[src/rtl/press_event_pkg.sv]
// ============================================================================
//  Module   : press_event_pkg
//  Purpose  : Shared state and counter-action encodings for press_event_ctrl.
//  Revision : 1.0  initial release
// ============================================================================
`default_nettype none

package press_event_pkg;

    typedef enum logic [2:0] {
        ST_IDLE      = 3'd0,
        ST_PRESS1    = 3'd1,
        ST_WAIT2     = 3'd2,
        ST_PRESS2    = 3'd3,
        ST_LONG_HOLD = 3'd4
    } state_e;

    typedef enum logic [1:0] {
        ACT_NONE = 2'd0,
        ACT_INC  = 2'd1,
        ACT_DEC  = 2'd2,
        ACT_CLR  = 2'd3
    } cnt_act_e;

endpackage

`default_nettype wire

[src/rtl/press_timer.sv]
// ============================================================================
//  Module   : press_timer
//  Purpose  : Clock prescaler plus saturating tick counter, cleared on demand.
//  Revision : 1.0  initial release
// ============================================================================
`default_nettype none

module press_timer #(
    parameter int unsigned TICK_DIV = 1000,
    parameter int unsigned TICK_MAX = 4000,
    parameter int unsigned TICK_W   = 12
) (
    input  logic              clk,
    input  logic              rst,
    input  logic              clear,
    output logic [TICK_W-1:0] ticks,
    output logic              tick
);

    localparam int unsigned PW = (TICK_DIV > 1) ? $clog2(TICK_DIV) : 1;

    logic [PW-1:0]     presc_q;
    logic [PW-1:0]     presc_d;
    logic [TICK_W-1:0] ticks_q;
    logic [TICK_W-1:0] ticks_d;

    assign tick  = (32'(presc_q) == TICK_DIV - 1);
    assign ticks = ticks_q;

    always_comb begin
        presc_d = tick ? '0 : presc_q + 1'b1;
        ticks_d = ticks_q;
        if (tick && (32'(ticks_q) != TICK_MAX)) begin
            ticks_d = ticks_q + 1'b1;
        end
        // Clearing restarts the prescaler too, so no partial tick carries over.
        if (clear) begin
            presc_d = '0;
            ticks_d = '0;
        end
    end

    always_ff @(posedge clk) begin
        if (rst) begin
            presc_q <= '0;
            ticks_q <= '0;
        end else begin
            presc_q <= presc_d;
            ticks_q <= ticks_d;
        end
    end

endmodule

`default_nettype wire

[src/rtl/press_event_ctrl.sv]
// ============================================================================
//  Module   : press_event_ctrl
//  Purpose  : Classifies debounced presses as short/long/double, emits event
//             pulses and sequences a wrap-around mode counter.
//  Revision : 1.0  initial release
// ============================================================================
`default_nettype none

module press_event_ctrl
    import press_event_pkg::*;
#(
    parameter int unsigned TICK_DIV   = 1000,
    parameter int unsigned SHORT_MAX  = 2000,
    parameter int unsigned LONG_MIN   = 4000,
    parameter int unsigned DOUBLE_GAP = 300,
    parameter int unsigned CNT_W      = 3
) (
    input  logic             clk,
    input  logic             rst,
    input  logic             pb_down,
    input  logic             pb_up,
    input  logic             pb_state,
    output logic             evt_short,
    output logic             evt_long,
    output logic             evt_double,
    output logic             long_active,
    output logic [CNT_W-1:0] count,
    output logic             busy
);

    localparam int unsigned TICK_W = $clog2(LONG_MIN + 1);

    state_e            state_q;
    state_e            state_d;
    cnt_act_e          act;
    logic              evt_short_q, evt_short_d;
    logic              evt_long_q,  evt_long_d;
    logic              evt_double_q, evt_double_d;
    logic              long_active_q;
    logic              busy_q;
    logic [CNT_W-1:0]  count_q;
    logic [CNT_W-1:0]  count_d;
    logic [TICK_W-1:0] w_ticks;
    logic [31:0]       w_ticks_ext;
    logic              w_tick_unused;
    logic              w_clear;
    logic              w_down;
    logic              w_rel;

    press_timer #(
        .TICK_DIV (TICK_DIV),
        .TICK_MAX (LONG_MIN),
        .TICK_W   (TICK_W)
    ) u_timer (
        .clk   (clk),
        .rst   (rst),
        .clear (w_clear),
        .ticks (w_ticks),
        .tick  (w_tick_unused)
    );

    assign w_ticks_ext = 32'(w_ticks);
    // A simultaneous release wins; the coincident press strobe is dropped.
    assign w_down      = pb_down & ~pb_up;
    assign w_rel       = pb_up | pb_state;
    assign w_clear     = (state_d != state_q);

    always_comb begin
        state_d      = state_q;
        act          = ACT_NONE;
        evt_short_d  = 1'b0;
        evt_long_d   = 1'b0;
        evt_double_d = 1'b0;
        case (state_q)
            ST_IDLE: begin
                if (w_down) state_d = ST_PRESS1;
            end
            ST_PRESS1: begin
                if (w_ticks_ext >= LONG_MIN) begin
                    evt_long_d = 1'b1;
                    act        = ACT_CLR;
                    state_d    = ST_LONG_HOLD;
                end else if (w_rel) begin
                    state_d = (w_ticks_ext <= SHORT_MAX) ? ST_WAIT2 : ST_IDLE;
                end
            end
            ST_WAIT2: begin
                if (w_down && (w_ticks_ext < DOUBLE_GAP)) begin
                    state_d = ST_PRESS2;
                end else if (w_ticks_ext >= DOUBLE_GAP) begin
                    evt_short_d = 1'b1;
                    act         = ACT_INC;
                    state_d     = ST_IDLE;
                end
            end
            ST_PRESS2: begin
                if (w_rel) begin
                    evt_double_d = 1'b1;
                    act          = ACT_DEC;
                    state_d      = ST_IDLE;
                end
            end
            ST_LONG_HOLD: begin
                if (w_rel) state_d = ST_IDLE;
            end
            default: state_d = ST_IDLE;
        endcase
    end

    always_comb begin
        count_d = count_q;
        case (act)
            ACT_INC:  count_d = count_q + 1'b1;
            ACT_DEC:  count_d = count_q - 1'b1;
            ACT_CLR:  count_d = '0;
            default:  count_d = count_q;
        endcase
    end

    always_ff @(posedge clk) begin
        if (rst) begin
            state_q       <= ST_IDLE;
            evt_short_q   <= 1'b0;
            evt_long_q    <= 1'b0;
            evt_double_q  <= 1'b0;
            long_active_q <= 1'b0;
            busy_q        <= 1'b0;
            count_q       <= '0;
        end else begin
            state_q       <= state_d;
            evt_short_q   <= evt_short_d;
            evt_long_q    <= evt_long_d;
            evt_double_q  <= evt_double_d;
            long_active_q <= (state_d == ST_LONG_HOLD);
            busy_q        <= (state_d != ST_IDLE);
            count_q       <= count_d;
        end
    end

    assign evt_short   = evt_short_q;
    assign evt_long    = evt_long_q;
    assign evt_double  = evt_double_q;
    assign long_active = long_active_q;
    assign busy        = busy_q;
    assign count       = count_q;

endmodule

`default_nettype wire

[config.mk]
export PLATFORM = sky130hd
export DESIGN_NAME = press_event_ctrl
export DESIGN_NICKNAME = d
export VERILOG_FILES = /design/src/rtl/press_event_pkg.sv /design/src/rtl/press_timer.sv /design/src/rtl/press_event_ctrl.sv
export SDC_FILE = /design/constraint.sdc
export NUM_CORES = 1
export LEC_CHECK = 0
export CAP_MARGIN = 15
export CORE_MARGIN = 8
export CORE_UTILIZATION = 35
export DETAILED_ROUTE_END_ITERATION = 10
export REMOVE_ABC_BUFFERS = 1
export SLEW_MARGIN = 15
export SYNTH_ARGS = -nofsm -noshare
export SYNTH_HDL_FRONTEND = slang
export SYNTH_SLANG_ARGS = --single-unit
[constraint.sdc]
create_clock -name clk -period 2.6 [get_ports clk]
set_input_delay 0.52 -clock clk [delete_from_list [all_inputs] [get_ports clk]]
set_output_delay 0.52 -clock clk [all_outputs]
set_load 0.02 [all_outputs]
-- Yosys cells after proc, flatten, opt, wreduce, memory -nomap -nowiden
Index checks and enable logic that the tools add are counted.
- bits of input ports: 5
- output and inout bits: 8
- register bits after elaboration: 33
- reduce and logical (&&, ||, !) cells: 11
- mux-type cells: 17
- bitwise gates (word level): 6
- $add $sub $neg: 4
- order comparisons: 4
- equality and inequality tests: 11
- operators with widths (kind ; number):
    $mux W3 ; 6
    $add A12 B1 Y12 const B ; 1
    $ge A12 B12 Y1 const B ; 1
    $ge A12 B9 Y1 const B ; 1
    $le A12 B11 Y1 const B ; 1
    $lt A12 B9 Y1 const B ; 1
    $ne A12 B12 Y1 const B ; 1
    $pmux W3 S4 ; 1
    $add A10 B1 Y10 const B ; 1
    $eq A10 B10 Y1 const B ; 1
    $pmux W3 S3 ; 1
    $reduce_or A2 Y1 ; 4
    $eq A3 B2 Y1 const B ; 2
    $eq A3 B3 Y1 const B ; 2
    $mux W2 ; 3
    $pmux W2 S3 ; 1
    $reduce_bool A3 Y1 ; 2
    $reduce_or A3 Y1 ; 2
    $mux W1 ; 5
    $eq A2 B2 Y1 const B ; 2
    $not A1 Y1 ; 4
    $add A3 B1 Y3 const B ; 1
    $eq A3 B1 Y1 const B ; 1
    $logic_not A3 Y1 ; 1
    6 further kinds ; 7

-- Depth between registers and ports, before layout
Gate-level depths: netlist of the first run.
- word-level depth: 7
- gate-level depth with buffers: 8
- mapped depth without buffers: 7

-- Hierarchy
From an unflattened synthesis of the first run, not the netlist that was laid out.
- cells, all modules: 194
- area, all modules: 1702.9 µm²
- by module, submodules not included (module ; area each (µm²) ; seq. area each (µm²) ; cells an instance ; times used):
    press_timer ; 1037.2 ; 440.4 ; 115 ; 1
    press_event_ctrl ; 665.6 ; 220.2 ; 79 ; 1

-- Worst setup path after synthesis of the first run
No wires, ideal clock.
- kind: input-to-reg
- start: input port pb_state
- end: register u_timer.presc_q[6]
- data arrival time: 1.948 ns
- data required time: 2.527 ns
- stages: 7
- path buffers: 2
- path slack: 0.579 ns
- setup time: 0.073 ns
- cells stage by stage: nor2_1 > o311a_1 > a2111oi_0 > or4_1 > buf_2 > buf_6 > nor3_2
- word-level cells in the longest chain between the ends: 6
- elaborated cells between the ends (all ways): 7
- RTL lines (what ; line ; text):
    start: declaration ; press_event_ctrl.sv:22 ; input logic pb_state,
    $or A1 B1 Y1 * ; press_event_ctrl.sv:65 ; assign w_rel = pb_up | pb_state;
    $mux W3 ; press_event_ctrl.sv:83 ; end else if (w_rel) begin
    $mux W3 ; press_event_ctrl.sv:79 ; if (w_ticks_ext >= LONG_MIN) begin
    $pmux W3 S4 * ; press_event_ctrl.sv:74 ; case (state_q)
    $ne A3 B3 Y1 * ; press_event_ctrl.sv:66 ; assign w_clear = (state_d != state_q);
    $reduce_or A3 Y1 (no line) * ; -- ;
    end signal: assignment ; press_timer.sv:48 ; presc_q <= presc_d;
    end: declaration ; press_timer.sv:22 ; logic [PW-1:0] presc_q;
Every way passes the cells marked *; elsewhere a longest branch is shown, timed or not.
A chain may end at the register's enable or synchronous reset.

-- Worst setup path after layout of the first run
- start: input port pb_up
- end: register count_q[2] (netlist: count[2])
- word-level cells in the longest chain between the ends: 7
- elaborated cells between the ends (all ways): 12
- RTL lines (what ; line ; text):
    start: declaration ; press_event_ctrl.sv:21 ; input logic pb_up,
    $not A1 Y1 ; press_event_ctrl.sv:64 ; assign w_down = pb_down & ~pb_up;
    $and A1 B1 Y1 ; press_event_ctrl.sv:64 ;
    $logic_and A1 B1 Y1 ; press_event_ctrl.sv:88 ; if (w_down && (w_ticks_ext < DOUBLE_GAP)) begin
    $mux W1 ; press_event_ctrl.sv:88 ;
    $pmux W2 S3 * ; press_event_ctrl.sv:74 ;
    $eq A2 B2 Y1 or $eq A2 B1 Y1 (tied branches) ; press_event_ctrl.sv:112 ; case (act)
    $pmux W3 S3 or $reduce_bool A3 Y1 (tied branches) ; -- ;
    end signal: assignment ; press_event_ctrl.sv:136 ; count_q <= count_d;
    end: declaration ; press_event_ctrl.sv:41 ; logic [CNT_W-1:0] count_q;
Marks and branches as above.

==> impl_metrics.json, run 1 <==
{
  "gr-usage-met1_pct": 12.2,
  "yosys-top-cells-area": "dfxtp_1 (41%), xor2_1 (7.5%), nor2_1 (5.3%), nand3_1 (3.7%), nand4_1 (3.1%)",
  "ys_ff_latch": 33,
  "slew_headroom_pct": 70.9,
  "synth_top_area_cell": "dfxtp_1",
  "core_area_mm2": 0.00460,
  "r2r-end": "u_timer.presc_q[3]",
  "die_h_um": 84.3,
  "io_buffers": 12,
  "worstPathArrival_ns": 2.36,
  "max_freq_mhz": 464,
  "holdWs_ns": 0.486,
  "synthArstFlopShare_pct": 0,
  "critPathLaunchType": "input pin",
  "totalWireLength_mm": 3.21,
  "synthSimpleGateAreaFrac_pct": 29.9,
  "hold_start": "u_timer.presc_q[9]",
  "dieArea_mm2": 0.00710,
  "cp-end-kind": "flip-flop",
  "min_path_type": "reg -> reg",
  "rrSetupSlack_ns": 0.58,
  "synthAdderAreaFrac_pct": 3.53,
  "crit_type": "in -> reg",
  "yosys_most_used_dff": "dfxtp_1",
  "gp_congestion": 0.913,
  "top_usage_layer": "met2",
  "detail-route-antenna-nets": 0,
  "drive_gt1_share_pct": 12.9,
  "crit_required_ns": 2.81,
  "drt_iter0_markers": 72,
  "syn_avg_cell_area_um2": 8.96,
  "min_to": "u_timer.presc_q[9]",
  "rsz0062_at_grt": "false",
  "grt_start_max_net_pins": 23,
  "worstSkewPairLatency_ns": 0.29,
  "cp_max_fo": 3,
  "final_nets": 209,
  "syn_to_final_growth_pct": 20.0,
  "die_w_um": 84.3,
  "vias": 1316,
  "yosys_warnings": 0,
  "holdBufCountCts": 0,
  "layout_common_cells": "dfxtp_1 (33), nor2_1 (23), xor2_1 (14)",
  "whs_path_depth": 2,
  "cp_slowest_cell": "clkdlybuf4s50_1",
  "drv_slew": 0,
  "cts_resized": 0,
  "synth_top_family_by_area": "simple AND/OR/NAND/NOR gates",
  "wl_per_cell_um": 12.6,
  "synth_xor_area_share_pct": 10.2,
  "met2_usage_pct": 14.3,
  "r2r_cells": 6,
  "path_clk_slew_ns": 0.07,
  "synth_compound_area_share_pct": 11.7,
  "synth_edf_count": 0,
  "cts_setup_buffers": 0,
  "start_util_pct": 35.5,
  "vias_per_cell": 5.16,
  "clock_sink_count": 33,
  "maxCapViolations": 0,
  "dp_hpwl_mm": 2.26,
  "place_ws_ns": 0.134,
  "synth.distinct_cells": 41,
  "syn_area_mm2": 0.00163,
  "status": "finished clean",
  "cts.path.max_buffers": 2,
  "gr-usage-met3_pct": 3.39,
  "drc": 0,
  "antenna_found_initial": 0,
  "max_stage_delay_ns": 0.48,
  "grt_pass1_vias": 1234,
  "netlist_instances": 182,
  "power.density_mw_per_mm2": 585,
  "fin_crit_sh_pct": 82.8,
  "fillers": 450,
  "setup_ws_ns": 0.447,
  "cts_tree": "built",
  "finalHoldViolCount": 0,
  "fin_skew_ns": 0.00812,
  "cts-htree-levels": 2,
  "layout_commonest_cell": "dfxtp_1",
  "tns_ns": 0,
  "num_rows": 25,
  "cts-root-buf": "clkbuf_8",
  "setup_viol": 0,
  "numCtsBuffers": 5,
  "gr-total-overflow": 0,
  "synth.top_cell.area_share_pct": 40.5,
  "path_cells": "clkdlybuf4s50_1 -> or2_2 -> nand3_1 -> fa_1 -> o41a_1 -> xor2_1 -> nor3_1",
  "ir_drop_mv": 0.408,
  "grt_pass1_wl_mm": 5.73,
  "grt_usage_pct": 9.57,
  "fin_crit_ns": 2.15,
  "p_leak_nw": 0.642,
  "rr_startpoint": "u_timer.ticks[4]",
  "diodes": 0,
  "num_io_pins": 13,
  "crit_path_start": "pb_up",
  "dr.pass1.iters": 4,
  "synth.area.mux_share_pct": 0,
  "tightestPinTransition_ns": 0.432,
  "seq_area_frac_synth_pct": 40.5
}
cell type report:
cell class                 instances  area [um^2]  area share [%]
tap                               54         67.6            3.45
sequential                        33          661            33.8
multi-input combinational        136          902            46.1
inverter                           5         18.8           0.960
clock inverter                     3         65.1            3.33
timing repair buffer              19          173            8.83
clock buffer                       5         68.8            3.52
metal layers:
metal	vias to the layer above	share of wire [%]
li1	685	-
met1	593	48
met2	32	45
met3	6	5.6
met4	0	1.6
met5	-	0
stage by stage:
step / cells / total power, mW / utilization, % / instance area [um^2]
3_5_place_dp: 247 / 0.583 / 39.6 / 1820
5_1_grt: 255 / 1.19 / 42.5 / 1960
4_1_cts: 255 / 1.16 / 42.5 / 1960
3_3_place_gp: 247 / 0.584 / 39.6 / 1820
6_report: 255 / 1.14 / 42.5 / 1960
2_1_floorplan: 174 / 0.558 / - / 1580
cells by family after synthesis:
family / Yosys count
compound gates: 24
flops: 33
xor+xnor: 19
fa+ha+maj: 4
buf+inv: 13
simple gates: 89
registers in the layout (all words and copies together), names as in the netlist:
register / flops
long_active: 1
u_timer.ticks: 12
evt_long: 1
state_q: 3
evt_double: 1
count: 3
busy: 1
evt_short: 1
u_timer.presc_q: 10
how the worst max path moves through the flow:
stage,end,slack [ns]
after global placement,count[2],0.19
after floorplan,u_timer.presc_q[3],0.44
final,count[2],0.45
after global routing,count[2],0.32
after CTS,count[2],0.44
after detailed placement,count[2],0.13
synthesized netlist by cell type, types with 4 or more instances:
cell type	instances
a21oi_1	6
nand3_1	12
nor4_1	5
xnor2_1	5
inv_1	5
nand4_1	8
nor2_1	23
nor3_2	4
xor2_1	14
dfxtp_1	33
nand2_1	9
nor3_1	9
critical path, delay by kind of cell:
kind,cells,cell delay (ns)
buffers and inverters,1,0.48
AO/OA/AOI/OAI,1,0.42
adder cells (fa/ha/maj),1,0.41
AND/OR/NAND/NOR,3,0.38
XOR/XNOR,1,0.15
power by group:
group / switching (mW) / leakage [nW] / total (mW) / internal (mW)
clock: 0.192 / 0.0681 / 0.573 / 0.381
sequential: 0.00680 / 0.267 / 0.519 / 0.512
combinational: 0.0293 / 0.307 / 0.0532 / 0.0239
No activity file was read; power rests on OpenSTA's default activity.
==> run 2: changes to the inputs <==
Clock period 2.6 ns to 1.92 ns, I/O delays scaled along.
==> run 2 against run 1 <==
Compared with the run above:
- die area is the same
- total power grew 27%
- design area up 9.5%
- routed wire length grew 7.1%
- combinational power grew 71%
- count of clock-buffer cells in the layout up 2
- clock power is 16% higher
- sequential cell count is the same
- largest power group is now sequential cells
- core utilization grew 4.0 points
==> impl_metrics.json, run 2 (synthesis results as in run 1) <==
{
  "status": "finished clean",
  "vias": 1430,
  "detail-route-antenna-nets": 0,
  "fin_crit_ns": 1.83,
  "slew_headroom_pct": 67.3,
  "worstPathArrival_ns": 2.04,
  "grt_pass1_vias": 1335,
  "power.density_mw_per_mm2": 680,
  "place_ws_ns": -0.375,
  "ir_drop_mv": 0.276,
  "path_clk_slew_ns": 0.07,
  "largest_reg_flops": 12,
  "hold_start": "u_timer.presc_q[9]",
  "die_h_um": 84.3,
  "syn_to_final_growth_pct": 31.3,
  "cts_tree": "built",
  "dr.pass1.iters": 4,
  "crit_required_ns": 2.13,
  "grt_start_max_net_pins": 13,
  "max_freq_mhz": 546,
  "worstSkewPairLatency_ns": 0.28,
  "num_rows": 25,
  "cts-htree-levels": 2,
  "fillers": 448,
  "rrSetupSlack_ns": 0.09,
  "antenna_found_initial": 0,
  "cts-root-buf": "clkbuf_8",
  "finalHoldViolCount": 0,
  "min_to": "u_timer.presc_q[9]",
  "cp-end-kind": "flip-flop",
  "vias_per_cell": 5.22,
  "p_leak_nw": 0.757,
  "grt_pass1_wl_mm": 6.00,
  "layout_common_cells": "dfxtp_1 (27), buf_4 (24), nor2_1 (22)",
  "whs_path_depth": 2,
  "wl_per_cell_um": 12.5,
  "clock_sink_count": 33,
  "gp_congestion": 0.925,
  "min_path_type": "reg -> reg",
  "crit_type": "reg -> reg",
  "dp_hpwl_mm": 2.56,
  "gr-total-overflow": 0,
  "r2r_cells": 6,
  "die_w_um": 84.3,
  "diodes": 0,
  "regArea_um2": 668,
  "fin_skew_ns": 0.00837,
  "final_nets": 228,
  "setup_viol": 0,
  "rr_startpoint": "u_timer.ticks[2]",
  "totalWireLength_mm": 3.44,
  "drt_iter0_markers": 72,
  "start_util_pct": 35.5,
  "fin_crit_sh_pct": 95.5,
  "tightestPinTransition_ns": 0.485,
  "layout_commonest_cell": "dfxtp_1",
  "crit_path_start": "u_timer.ticks[2]",
  "setup_ws_ns": 0.0869,
  "power_mw": 1.46,
  "io_buffers": 12,
  "cp_max_fo": 12,
  "dieArea_mm2": 0.00710,
  "r2r-end": "u_timer.presc_q[6]",
  "num_io_pins": 13,
  "numCtsBuffers": 5,
  "drv_slew": 0,
  "drc": 0,
  "cts.path.max_buffers": 2,
  "multi_input_area_um2": 942,
  "drive_gt1_share_pct": 26.8,
  "cts_setup_buffers": 0,
  "core_area_mm2": 0.00460,
  "maxCapViolations": 0,
  "critPathLaunchType": "flip-flop",
  "grt_usage_pct": 10.2
}
-- run 2: cell count changes in the layout (fill, tap and decap cells not counted), sizes merged --
cell | before | now
clkbuf | 5 | 7
clkinv | 1 | 0
bufinv | 2 | 1
dlymetal6s2s | 0 | 2
clkdlybuf4s50 | 12 | 10
buf | 7 | 26
-- run 2: repair_timing --
item,in CTS,in global routing
resized for setup,6,16
endpoints found under the hold margin,0,0
endpoints found under the setup margin,10,24
hold buffers,0,0
pin swaps,1,7
-- run 2: worst max-delay path: stages, from the launching register on --
cell and delay, ns:
dfxtp_2 0.34, a2111oi_4 0.37, o21a_2 0.19, a221oi_1 0.07, or4_4 0.45, buf_6 0.17, nor3_2 0.17
-- run 2: worst max path at each step --
stage / slack [ns] / to / cells after the start
after floorplan: -0.11 / u_timer.presc_q[3] / 5
after global placement: -0.33 / u_timer.presc_q[5] / 7
after detailed placement: -0.37 / u_timer.presc_q[5] / 7
after CTS: -0.02 / count[2] / 7
after global routing: -0.01 / u_timer.presc_q[6] / 6
final: 0.09 / u_timer.presc_q[6] / 6
-- run 2: final cells by class --
class	instances	area share, %
inverter	5	0.877
clock inverter	1	1.40
multi-input combinational	136	44.0
clock buffer	7	4.03
sequential	33	31.2
tap	54	3.16
timing repair buffer	38	15.3
-- run 2: layer usage --
| metal | GRT usage, % | share of wire, % | vias up | routed length, um |
|---|---|---|---|---|
| met1 | 12.7 | 48 | 663 | 1660 |
| li1 | - | - | 733 | - |
| met4 | 5.18 | 2.1 | 0 | 72 |
| met5 | 0 | 0 | - | 0 |
| met2 | 15.3 | 46 | 28 | 1560 |
| met3 | 3.29 | 4.2 | 6 | 145 |
-- run 2: per-stage QoR --
stage	util [%]	TNS, ns	area [um^2]	std cells	hold slack [ns]
2_1_floorplan	-	-1.23	1580	174	0.456
3_3_place_gp	42.7	-6.33	1960	266	0.480
3_5_place_dp	42.7	-7.34	1960	266	0.482
4_1_cts	45.7	-0.0496	2100	274	0.495
5_1_grt	46.6	-0.00990	2140	274	0.517
6_report	46.6	0	2140	274	0.491
-- run 2: power breakdown --
group          switching (mW)  internal, mW
Clock                   0.240         0.423
Combinational          0.0468        0.0444
Sequential            0.00789         0.694
==> run 3: changes to the inputs <==
Settings changed: CORE_UTILIZATION 35 to 50, PLACE_DENSITY set to 0.73.
==> run 3 against run 2 <==
Compared with the run above:
- the run now ends with setup timing left
- sequential share of layout area is 1.4 points lower
- core utilization increased by 27 points
- largest cell class unchanged
- count of clock-buffer cells in the layout decreased by 1
- critical path depth is the same
- sequential power is essentially flat
- critical endpoint is now u_timer.presc_q[3]
- clock skew is 0.0064 ns higher
- hold slack gained 0.016 ns
- maximum frequency down 9.7%
- design area is 5.8% higher
- sequential cell count unchanged
- combinational power up 27%
- via count grew 8.4%
==> impl_metrics.json, run 3 (synthesis results as in run 1) <==
{
  "status": "finished with violations",
  "violations": "setup timing",
  "place_area_mm2": 0.00197,
  "critPathLaunchType": "flip-flop",
  "gp_congestion": 0.963,
  "fin_util_pct": 73.6,
  "slew_headroom_pct": 59.9,
  "grt_start_max_net_pins": 23,
  "max_freq_mhz": 493,
  "crit_required_ns": 2.20,
  "path_clk_slew_ns": 0.10,
  "cp-end-kind": "flip-flop",
  "fin_crit_sh_pct": 106,
  "power.density_mw_per_mm2": 527,
  "cts_tree": "built",
  "detail-route-antenna-nets": 0,
  "rr_startpoint": "u_timer.ticks[5]",
  "syn_to_final_growth_pct": 39.0,
  "clock_sink_count": 33,
  "num_io_pins": 13,
  "diodes": 0,
  "maxCapViolations": 0,
  "fin_skew_ns": 0.0148,
  "final_area_mm2": 0.00227,
  "whs_path_depth": 1,
  "gr-usage-met3_pct": 5.49,
  "hold_start": "u_timer.presc_q[0]",
  "fillers": 225,
  "ir_drop_mv": 0.331,
  "wl_per_cell_um": 16.2,
  "drv_slew": 0,
  "worstSkewPairLatency_ns": 0.35,
  "num_rows": 20,
  "gr-usage-met1_pct": 16.9,
  "finalHoldViolCount": 0,
  "top_usage_layer": "met2",
  "setup_ws_ns": -0.109,
  "start_util_pct": 53.0,
  "grt_pass1_vias": 1454,
  "grt_usage_pct": 14.7,
  "fin_crit_ns": 2.03,
  "drive_gt1_share_pct": 37.2,
  "numCtsBuffers": 5,
  "core_area_mm2": 0.00308,
  "worstPathArrival_ns": 2.31,
  "vias": 1550,
  "dr.pass1.iters": 4,
  "cp_slowest_cell": "or4_4",
  "dp_hpwl_mm": 2.64,
  "tightestPinTransition_ns": 0.596,
  "dieArea_mm2": 0.00534,
  "die_w_um": 73.1,
  "rrSetupSlack_ns": -0.11,
  "r2r-end": "u_timer.presc_q[3]",
  "totalWireLength_mm": 4.37,
  "cts.path.max_buffers": 2,
  "min_to": "u_timer.presc_q[0]",
  "holdBufCountCts": 0,
  "p_leak_nw": 0.791,
  "io_buffers": 12,
  "drt_iter0_markers": 91,
  "layout_commonest_cell": "buf_4",
  "max_stage_delay_ns": 0.49,
  "drc": 0,
  "multi_input_area_mm2": 0.00105,
  "met2_usage_pct": 23.4,
  "die_h_um": 73.1,
  "cts-htree-levels": 2,
  "layout_common_cells": "buf_4 (29), dfxtp_1 (24), nor2_1 (16)",
  "cts-root-buf": "clkbuf_4",
  "largest_reg_flops": 12,
  "r2r_cells": 6,
  "setup_viol": 23,
  "gr-total-overflow": 0,
  "vias_per_cell": 5.74,
  "path_cells": "o31ai_1 -> o21a_2 -> a221oi_2 -> or4_4 -> buf_12 -> nor3_4",
  "min_path_type": "reg -> reg",
  "regArea_um2": 674,
  "antenna_found_initial": 0,
  "final_nets": 234,
  "grt_pass1_wl_mm": 6.21,
  "cp_max_fo": 7,
  "crit_type": "reg -> reg",
  "rsz0062_at_grt": "true"
}
run 3: power breakdown:
part	switching [mW]	internal, mW
combinational	0.0587	0.0578
clock	0.239	0.139
sequential	0.00749	0.692
run 3: through the flow:
step | setup TNS [ns] | hold WS, ns | std cells | setup slack [ns] | power [mW]
2_1_floorplan | -1.23 | 0.456 | 174 | -0.108 | 0.756
3_3_place_gp | -6.11 | 0.476 | 258 | -0.323 | 0.792
3_5_place_dp | -6.80 | 0.477 | 258 | -0.398 | 0.795
4_1_cts | 0 | 0.497 | 266 | 0.00181 | 1.17
5_1_grt | -3.09 | 0.516 | 270 | -0.175 | 1.24
6_report | -1.44 | 0.507 | 270 | -0.109 | 1.19
run 3: critical path, delay by kind of cell (launching register included):
family,cells,cell delay (ns)
AOI/OAI and AO/OA,3,0.78
DFF,1,0.37
buffers and inverters,1,0.17
and+or+nand+nor,2,0.66
run 3: what timing repair did:
| action | 4_1_cts | 5_1_grt |
|---|---|---|
| setup buffers | 0 | 2 |
| setup endpoints to repair | 11 | 24 |
| gates resized for setup | 5 | 46 |
| pin swaps | 1 | 13 |
| cloned | 0 | 2 |
run 3: how the worst max path moves through the flow:
stage	from	to	slack, ns	depth (start not counted)
global route	u_timer.ticks[5]	u_timer.presc_q[6]	-0.18	6
CTS	u_timer.ticks[6]	u_timer.ticks[2]	0.002	6
floorplan	pb_state	u_timer.presc_q[3]	-0.11	5
finish	u_timer.ticks[5]	u_timer.presc_q[3]	-0.11	6
global placement	pb_up	count[2]	-0.32	7
detailed placement	pb_state	u_timer.presc_q[3]	-0.40	7
run 3: area by class of cell:
class,instances,area share [%]
Inverter,5,0.828
Multi-Input combinational cell,136,46.5
Tap cell,44,2.43
Sequential cell,33,29.8
Clock inverter,2,0.442
Clock buffer,6,1.82
Timing Repair Buffer,44,18.2
run 3: metal layers:
metal | part of all wire (%) | wire (um)
met3 | 5.1 | 221
met2 | 50 | 2160
met1 | 44 | 1910
met5 | 0 | 0
met4 | 1.6 | 69
